File: config.mk
export PLATFORM = sky130hd
export DESIGN_NAME = rv_writeback_flat
export DESIGN_NICKNAME = d
export VERILOG_FILES = /design/src/rtl/rv_writeback_pkg.sv /design/src/rtl/rv_writeback_if.sv /design/src/rtl/rv_writeback_load_ext.sv /design/src/rtl/rv_writeback.sv /design/src/flat_wrapper.sv
export SDC_FILE = /design/constraint.sdc
export NUM_CORES = 1
export LEC_CHECK = 0
export BUFFER_PORTS_ARGS = -buffer_cell sky130_fd_sc_hd__buf_2
export CORE_MARGIN = 1.5
export CORE_UTILIZATION = 30
export DETAILED_ROUTE_END_ITERATION = 8
export PLACE_DENSITY = 0.55
export REMOVE_ABC_BUFFERS = 1
export SLEW_MARGIN = 25
export SYNTH_ARGS = -nofsm -noshare
export SYNTH_HDL_FRONTEND = slang
export SYNTH_HIERARCHICAL = 1
export SYNTH_SLANG_ARGS = --single-unit
File: constraint.sdc
create_clock -name clk -period 8.5 [get_ports clk]
set_input_delay 0.85 -clock clk [delete_from_list [all_inputs] [get_ports clk]]
set_output_delay 0.85 -clock clk [all_outputs]
set_load 0.01 [all_outputs]
File: src/rtl/rv_writeback_pkg.sv
// Shared widths, load funct3 encodings and the load-buffer entry type for the writeback stage.
package rv_writeback_pkg;

   localparam int unsigned XLEN   = 32;
   localparam int unsigned REG_AW = 5;

   localparam logic [2:0] F3_LB  = 3'b000;
   localparam logic [2:0] F3_LH  = 3'b001;
   localparam logic [2:0] F3_LW  = 3'b010;
   localparam logic [2:0] F3_LBU = 3'b100;
   localparam logic [2:0] F3_LHU = 3'b101;

   typedef logic [REG_AW-1:0] reg_addr_t;
   typedef logic [XLEN-1:0]   xdata_t;

   typedef struct packed {
      reg_addr_t rd;
      xdata_t    data;
   } wb_entry_t;

   function automatic logic [31:0] reg_onehot(input reg_addr_t rd);
      return 32'b1 << rd;
   endfunction

endpackage

File: src/rtl/rv_writeback_if.sv
// Bundle of the EX/LSU-facing inputs and the regfile/scoreboard outputs of the writeback stage.
interface rv_writeback_if;
   import rv_writeback_pkg::*;

   logic        alu_valid;
   reg_addr_t   alu_rd;
   xdata_t      alu_data;
   logic        lsu_valid;
   logic        lsu_ready;
   reg_addr_t   lsu_rd;
   logic [2:0]  lsu_funct3;
   logic [1:0]  lsu_addr_lo;
   xdata_t      lsu_rdata;
   logic        issue_valid;
   reg_addr_t   issue_rd;
   logic        we;
   reg_addr_t   rd_a;
   xdata_t      rd_dt;
   logic [31:0] busy;
   logic        err_funct3;

   modport master (
      output alu_valid, alu_rd, alu_data,
      output lsu_valid, lsu_rd, lsu_funct3, lsu_addr_lo, lsu_rdata,
      output issue_valid, issue_rd,
      input  lsu_ready, we, rd_a, rd_dt, busy, err_funct3
   );

   modport slave (
      input  alu_valid, alu_rd, alu_data,
      input  lsu_valid, lsu_rd, lsu_funct3, lsu_addr_lo, lsu_rdata,
      input  issue_valid, issue_rd,
      output lsu_ready, we, rd_a, rd_dt, busy, err_funct3
   );

endinterface

File: src/rtl/rv_writeback_load_ext.sv
// Combinational load extender: picks the byte/half lane by address offset and sign/zero-extends.
module rv_load_ext
   import rv_writeback_pkg::*;
(
   input  logic [2:0] funct3,
   input  logic [1:0] addr_lo,
   input  xdata_t     rdata,
   output xdata_t     data,
   output logic       illegal
);

   logic [7:0]  byte_lane;
   logic [15:0] half_lane;

   // Halfword lane ignores addr_lo[0]; misaligned halves are not split across lanes.
   assign byte_lane = rdata[{addr_lo, 3'b000} +: 8];
   assign half_lane = addr_lo[1] ? rdata[31:16] : rdata[15:0];

   always_comb begin
      data    = '0;
      illegal = 1'b0;
      unique case (funct3)
         F3_LB:   data = {{(XLEN-8){byte_lane[7]}}, byte_lane};
         F3_LH:   data = {{(XLEN-16){half_lane[15]}}, half_lane};
         F3_LW:   data = rdata;
         F3_LBU:  data = {{(XLEN-8){1'b0}}, byte_lane};
         F3_LHU:  data = {{(XLEN-16){1'b0}}, half_lane};
         default: illegal = 1'b1;
      endcase
   end

endmodule

File: src/rtl/rv_writeback.sv
// Regfile write-port master: ALU results win the port, loads are buffered behind them,
// and a per-register scoreboard tracks loads still in flight.
module rv_writeback
   import rv_writeback_pkg::*;
#(
   parameter int unsigned FIFO_DEPTH = 2
)(
   input logic           clk,
   input logic           rest,
   rv_writeback_if.slave wb
);

   localparam int unsigned PW = (FIFO_DEPTH > 1) ? $clog2(FIFO_DEPTH) : 1;
   localparam int unsigned CW = PW + 1;

   wb_entry_t          fifo_mem [FIFO_DEPTH];
   logic [PW-1:0]      head;
   logic [PW-1:0]      tail;
   logic [CW-1:0]      count;

   xdata_t             ext_data;
   logic               ext_illegal;
   wb_entry_t          lsu_entry;
   logic               accept;

   logic               sel_valid;
   logic               sel_load;
   wb_entry_t          sel_entry;
   logic               enq;
   logic               deq;
   logic [31:0]        set_vec;
   logic [31:0]        clr_vec;

   logic               we_q;
   reg_addr_t          rd_a_q;
   xdata_t             rd_dt_q;
   logic [31:0]        busy_q;
   logic               err_q;

   rv_load_ext u_ext (
      .funct3  (wb.lsu_funct3),
      .addr_lo (wb.lsu_addr_lo),
      .rdata   (wb.lsu_rdata),
      .data    (ext_data),
      .illegal (ext_illegal)
   );

   assign wb.lsu_ready = (count < CW'(FIFO_DEPTH)) & ~rest;
   assign accept       = wb.lsu_valid & wb.lsu_ready;
   assign lsu_entry    = '{rd: wb.lsu_rd, data: ext_data};

   // Port priority: ALU, then oldest buffered load, then a bypassing load when the buffer is empty.
   always_comb begin
      sel_valid = 1'b0;
      sel_load  = 1'b0;
      sel_entry = '0;
      enq       = 1'b0;
      deq       = 1'b0;
      if (wb.alu_valid) begin
         sel_valid = 1'b1;
         sel_entry = '{rd: wb.alu_rd, data: wb.alu_data};
         enq       = accept;
      end else if (count != '0) begin
         sel_valid = 1'b1;
         sel_load  = 1'b1;
         sel_entry = fifo_mem[head];
         deq       = 1'b1;
         enq       = accept;
      end else if (accept) begin
         sel_valid = 1'b1;
         sel_load  = 1'b1;
         sel_entry = lsu_entry;
      end
   end

   always_comb begin
      set_vec = '0;
      clr_vec = '0;
      if (wb.issue_valid && (wb.issue_rd != '0))
         set_vec = reg_onehot(wb.issue_rd);
      if (sel_load)
         clr_vec = reg_onehot(sel_entry.rd);
   end

   always_ff @(posedge clk) begin
      if (rest) begin
         head  <= '0;
         tail  <= '0;
         count <= '0;
      end else begin
         if (enq) begin
            fifo_mem[tail] <= lsu_entry;
            tail           <= tail + 1'b1;
         end
         if (deq)
            head <= head + 1'b1;
         if (enq && !deq)
            count <= count + 1'b1;
         else if (deq && !enq)
            count <= count - 1'b1;
      end
   end

   always_ff @(posedge clk) begin
      if (rest) begin
         we_q    <= 1'b0;
         rd_a_q  <= '0;
         rd_dt_q <= '0;
         busy_q  <= '0;
         err_q   <= 1'b0;
      end else begin
         we_q <= sel_valid & (sel_entry.rd != '0);
         if (sel_valid) begin
            rd_a_q  <= sel_entry.rd;
            rd_dt_q <= sel_entry.data;
         end
         // A new issue to the register whose load is landing this edge must stay pending.
         busy_q <= (busy_q & ~clr_vec) | set_vec;
         err_q  <= accept & ext_illegal;
      end
   end

   assign wb.we         = we_q;
   assign wb.rd_a       = rd_a_q;
   assign wb.rd_dt      = rd_dt_q;
   assign wb.busy       = busy_q;
   assign wb.err_funct3 = err_q;

endmodule

File: src/flat_wrapper.sv
// flat-port wrapper written by rule: the top's interface ports become plain ports
module rv_writeback_flat import rv_writeback_pkg::*;
#(
   parameter int unsigned FIFO_DEPTH = 2
)
  (clk, rest, wb_alu_valid, wb_alu_rd, wb_alu_data, wb_lsu_valid, wb_lsu_rd, wb_lsu_funct3, wb_lsu_addr_lo, wb_lsu_rdata, wb_issue_valid, wb_issue_rd, wb_lsu_ready, wb_we, wb_rd_a, wb_rd_dt, wb_busy, wb_err_funct3);
  rv_writeback_if wb_i ();
  input logic clk;
  input logic rest;
  input wire logic [$bits(wb_i.alu_valid)-1:0] wb_alu_valid;
  input wire logic [$bits(wb_i.alu_rd)-1:0] wb_alu_rd;
  input wire logic [$bits(wb_i.alu_data)-1:0] wb_alu_data;
  input wire logic [$bits(wb_i.lsu_valid)-1:0] wb_lsu_valid;
  input wire logic [$bits(wb_i.lsu_rd)-1:0] wb_lsu_rd;
  input wire logic [$bits(wb_i.lsu_funct3)-1:0] wb_lsu_funct3;
  input wire logic [$bits(wb_i.lsu_addr_lo)-1:0] wb_lsu_addr_lo;
  input wire logic [$bits(wb_i.lsu_rdata)-1:0] wb_lsu_rdata;
  input wire logic [$bits(wb_i.issue_valid)-1:0] wb_issue_valid;
  input wire logic [$bits(wb_i.issue_rd)-1:0] wb_issue_rd;
  output wire logic [$bits(wb_i.lsu_ready)-1:0] wb_lsu_ready;
  output wire logic [$bits(wb_i.we)-1:0] wb_we;
  output wire logic [$bits(wb_i.rd_a)-1:0] wb_rd_a;
  output wire logic [$bits(wb_i.rd_dt)-1:0] wb_rd_dt;
  output wire logic [$bits(wb_i.busy)-1:0] wb_busy;
  output wire logic [$bits(wb_i.err_funct3)-1:0] wb_err_funct3;
  assign wb_i.alu_valid = wb_alu_valid;
  assign wb_i.alu_rd = wb_alu_rd;
  assign wb_i.alu_data = wb_alu_data;
  assign wb_i.lsu_valid = wb_lsu_valid;
  assign wb_i.lsu_rd = wb_lsu_rd;
  assign wb_i.lsu_funct3 = wb_lsu_funct3;
  assign wb_i.lsu_addr_lo = wb_lsu_addr_lo;
  assign wb_i.lsu_rdata = wb_lsu_rdata;
  assign wb_i.issue_valid = wb_issue_valid;
  assign wb_i.issue_rd = wb_issue_rd;
  assign wb_lsu_ready = wb_i.lsu_ready;
  assign wb_we = wb_i.we;
  assign wb_rd_a = wb_i.rd_a;
  assign wb_rd_dt = wb_i.rd_dt;
  assign wb_busy = wb_i.busy;
  assign wb_err_funct3 = wb_i.err_funct3;
  rv_writeback #(.FIFO_DEPTH(FIFO_DEPTH)) u_core (.clk(clk), .rest(rest), .wb(wb_i));
endmodule
==> impl_metrics.json <==
{
  "wl_mm": 20.77,
  "worstMarginPinSlew_ns": 1.064,
  "synth-seq-area-share_pct": 53.96,
  "drtIter0Drc": 377,
  "overflow": 0,
  "setup_slack_ns": 5.268,
  "final_antenna_net_count": 0,
  "critPathMaxStageDelay_ns": 0.88,
  "dr_wl_met3_microns": 949,
  "area_growth_pct": 24.04,
  "dp_hpwl_mm": 14.18,
  "netlist_instances": 667,
  "switchingPower_mw": 0.4495,
  "arrival_ns": 3.55,
  "final_nets": 895,
  "pwr-share-clk_pct": 43.0,
  "crit_type": "register to register",
  "syn-cell-area_sq_um": 6938,
  "core_area_sq_um": 22640,
  "fin_tns_setup_ns": 0,
  "critPathRequiredTime_ns": 8.82,
  "rows": 55,
  "slew_headroom_pct": 29.06,
  "p_comb_share_pct": 12.1,
  "wl_met2_mm": 10.07,
  "place.gp.congestion": 0.7662,
  "synth_top_cell_by_area": "edfxtp_1",
  "ctsResizeCount": 0,
  "grt_pass1_wl_mm": 31.87,
  "cts-root-buf": "clkbuf_16",
  "synthTopCellsByArea": "edfxtp_1, dfxtp_1, mux2i_1",
  "power_leakage_nw": 3.277,
  "die_w_microns": 155.1,
  "critPathLaunchType": "register",
  "ys_warn_count": 6,
  "syn_area_per_cell_sq_um": 10.40,
  "synth_cell_types": 59,
  "cts-htree-levels": 4,
  "cts_tree": "done",
  "sw_frac_of_total_pct": 24.97,
  "cts.path.max_buffers": 2,
  "die-area_sq_um": 24050,
  "max_cap_viol_count": 0,
  "hold_class": "register to register",
  "seqPwrFrac_pct": 44.9,
  "top_layer_used": "met4",
  "ir_drop_uv": 147.1,
  "fillers": 2255,
  "ys.flop_type": "dfxtp_1",
  "boundaryPins": 161,
  "cp_cell_sequence": "o21bai_4, o21ai_0, a21oi_1, nor2_1, a311oi_1",
  "cp-end-kind": "register",
  "cp_num_buf_inv": 0,
  "grtUsageTotal_pct": 17.36,
  "firstDrtPassIters": 6,
  "clock_latency_ns": 0.42,
  "dieHeight_microns": 155.1,
  "p_int_mw": 1.350,
  "avgViaCountPerCell": 5.228,
  "grt_antenna_before_repair": 1,
  "numCtsBuffers": 17,
  "finalSetupViolCount": 0,
  "post-route-period-util_pct": 38.03,
  "period_needed_ns": 3.232,
  "grt_pass1_vias": 5542,
  "fin_skew_ns": 0.008628,
  "slew_violations": 0,
  "clk_pin_slew_ns": 0.06,
  "drc_errors": 0,
  "path_delay_family": "compound AO/OA/AOI/OAI gates",
  "preCtsSetupSlack_ns": 4.786,
  "start_util_pct": 30.64,
  "layout-drive-gt1-share_pct": 28.21,
  "postCtsSetupBuffers": 0,
  "ys_ff_latch": 150,
  "synth_edf_count": 74,
  "critPathMaxFanout": 41,
  "detail_route.wl_per_cell_microns": 18.80,
  "fmax_mhz": 309.4,
  "hold_buffers": 0,
  "grt_max_degree": 83,
  "port_buffers": 160,
  "vias": 5777,
  "synthArstFlopShare_pct": 0,
  "synth_top_area_share_pct": 32.03,
  "rsz0062_at_grt": "no",
  "status": "completed",
  "clkSinkCount": 150,
  "p_per_area_nw_per_um2": 209.1,
  "slowest_stage": "a21oi_1",
  "wl_met1_mm": 9.291,
  "hold_viol": 0
}
[worst reg2reg max path: stages (launching register included)]
cell and delay [ns]:
dfxtp_1 0.45, o21bai_4 0.83, o21ai_0 0.35, a21oi_1 0.88, nor2_1 0.27, a311oi_1 0.34
[final timing paths]
| kind | from | endpoint | slack, ns | cells past startpoint |
|---|---|---|---|---|
| hold reg to reg | u_core/wb.busy[0] | u_core/wb.busy[0] | 0.45 | 2 |
| setup reg to reg | u_core/count[1] | u_core/wb.busy[12] | 5.27 | 5 |
| setup / recovery | u_core/count[1] | u_core/wb.busy[12] | 5.27 | 5 |
| hold / removal | u_core/wb.busy[0] | u_core/wb.busy[0] | 0.45 | 2 |
[routing by layer]
layer / vias up / track usage (%)
met2: 163 / 28.57
met1: 2805 / 22.51
li1: 2782 / -
met3: 27 / 3.565
met5: - / 0
met4: 0 / 6.410
[metrics by stage]
step / utilization, % / instance area [sq um] / std cells / hold WS, ns / power (mW)
2_1_floorplan: - / 6704 / 617 / 0.4527 / 0.9354
3_3_place_gp: 35.15 / 7958 / 1070 / 0.4443 / 1.038
3_5_place_dp: 35.15 / 7958 / 1070 / 0.4488 / 1.039
4_1_cts: 37.84 / 8567 / 1102 / 0.4577 / 1.814
5_1_grt: 38.01 / 8606 / 1105 / 0.4677 / 1.870
6_report: 38.01 / 8606 / 1105 / 0.4513 / 1.800
[final cells by class]
type | instances | area, sq um | share of cell area, %
well taps | 285 | 356.6 | 4.144
clock inverters | 11 | 148.9 | 1.730
inverters | 5 | 18.77 | 0.2181
clock buffers | 21 | 460.4 | 5.350
diodes | 1 | 2.502 | 0.02908
multi-input cells | 462 | 2980 | 34.63
flip-flops and latches | 150 | 3745 | 43.52
repair buffers | 170 | 893.4 | 10.38
[logic make-up after synthesis]
family | synth area share [%]
AND/OR/NAND/NOR | 14.50
buffers and inverters | 3.643
AO/OA/AOI/OAI | 19.68
multiplexers | 7.845
flip-flops | 53.96
XOR/XNOR | 0.3788
[power groups by stage]
stage | registers, mW | logic (mW) | clock network [mW]
after floorplan | 0.829 | 0.106 | 0
after global placement | 0.824 | 0.214 | 0
after detailed placement | 0.824 | 0.215 | 0
after CTS | 0.809 | 0.216 | 0.789
after global routing | 0.811 | 0.239 | 0.820
final | 0.808 | 0.217 | 0.774
[state kept, by name, summed over array words and instances (netlist names), named ones only]
register / cells
u_core/count: 2
u_core/fifo_mem: 74
u_core/head: 1
u_core/tail: 1
u_core/wb.busy: 32
u_core/wb.err_funct3: 1
u_core/wb.rd_a: 5
u_core/wb.rd_dt: 32
u_core/wb.we: 1
[cells in the final DEF (no fill, tap or decap), types with 4 or more instances in the layout]
cell,n
inv_1,5
mux2i_1,39
a22oi_1,4
nor2b_1,12
and3_1,4
clkbuf_16,17
o21ai_0,49
nand2_1,85
mux2_2,7
nor3_1,5
a21o_1,4
nand3b_1,4
o21ai_2,4
buf_4,8
a211o_1,4
edfxtp_1,74
o21ai_1,6
o41ai_1,8
a21oi_1,40
a311oi_1,16
buf_2,160
nand3_1,4
a221oi_1,33
a221o_1,7
o31ai_2,4
nor2_1,73
o31ai_1,4
nor3b_1,6
dfxtp_1,75
[synth_stat cells (4+ instances only)]
cell type and n:
a21o_1 4, o21ai_0 49, nor3b_1 6, a221o_1 7, buf_2 10, mux2i_1 39, nor2_1 73, mux2_2 7
o41ai_1 8, a211o_1 4, buf_1 9, and3_1 5, dfxtp_1 76, a311oi_1 16, o31ai_2 4, o31ai_1 4
inv_1 5, clkbuf_1 25, nor2b_1 12, nand3_1 4, o21ai_2 4, o21ai_1 6, edfxtp_1 74, a22oi_1 4
nand3b_1 4, a21oi_1 40, nor3_1 6, a221oi_1 33, nand2_1 85
Note: power is estimated with default switching activity, not from simulation.
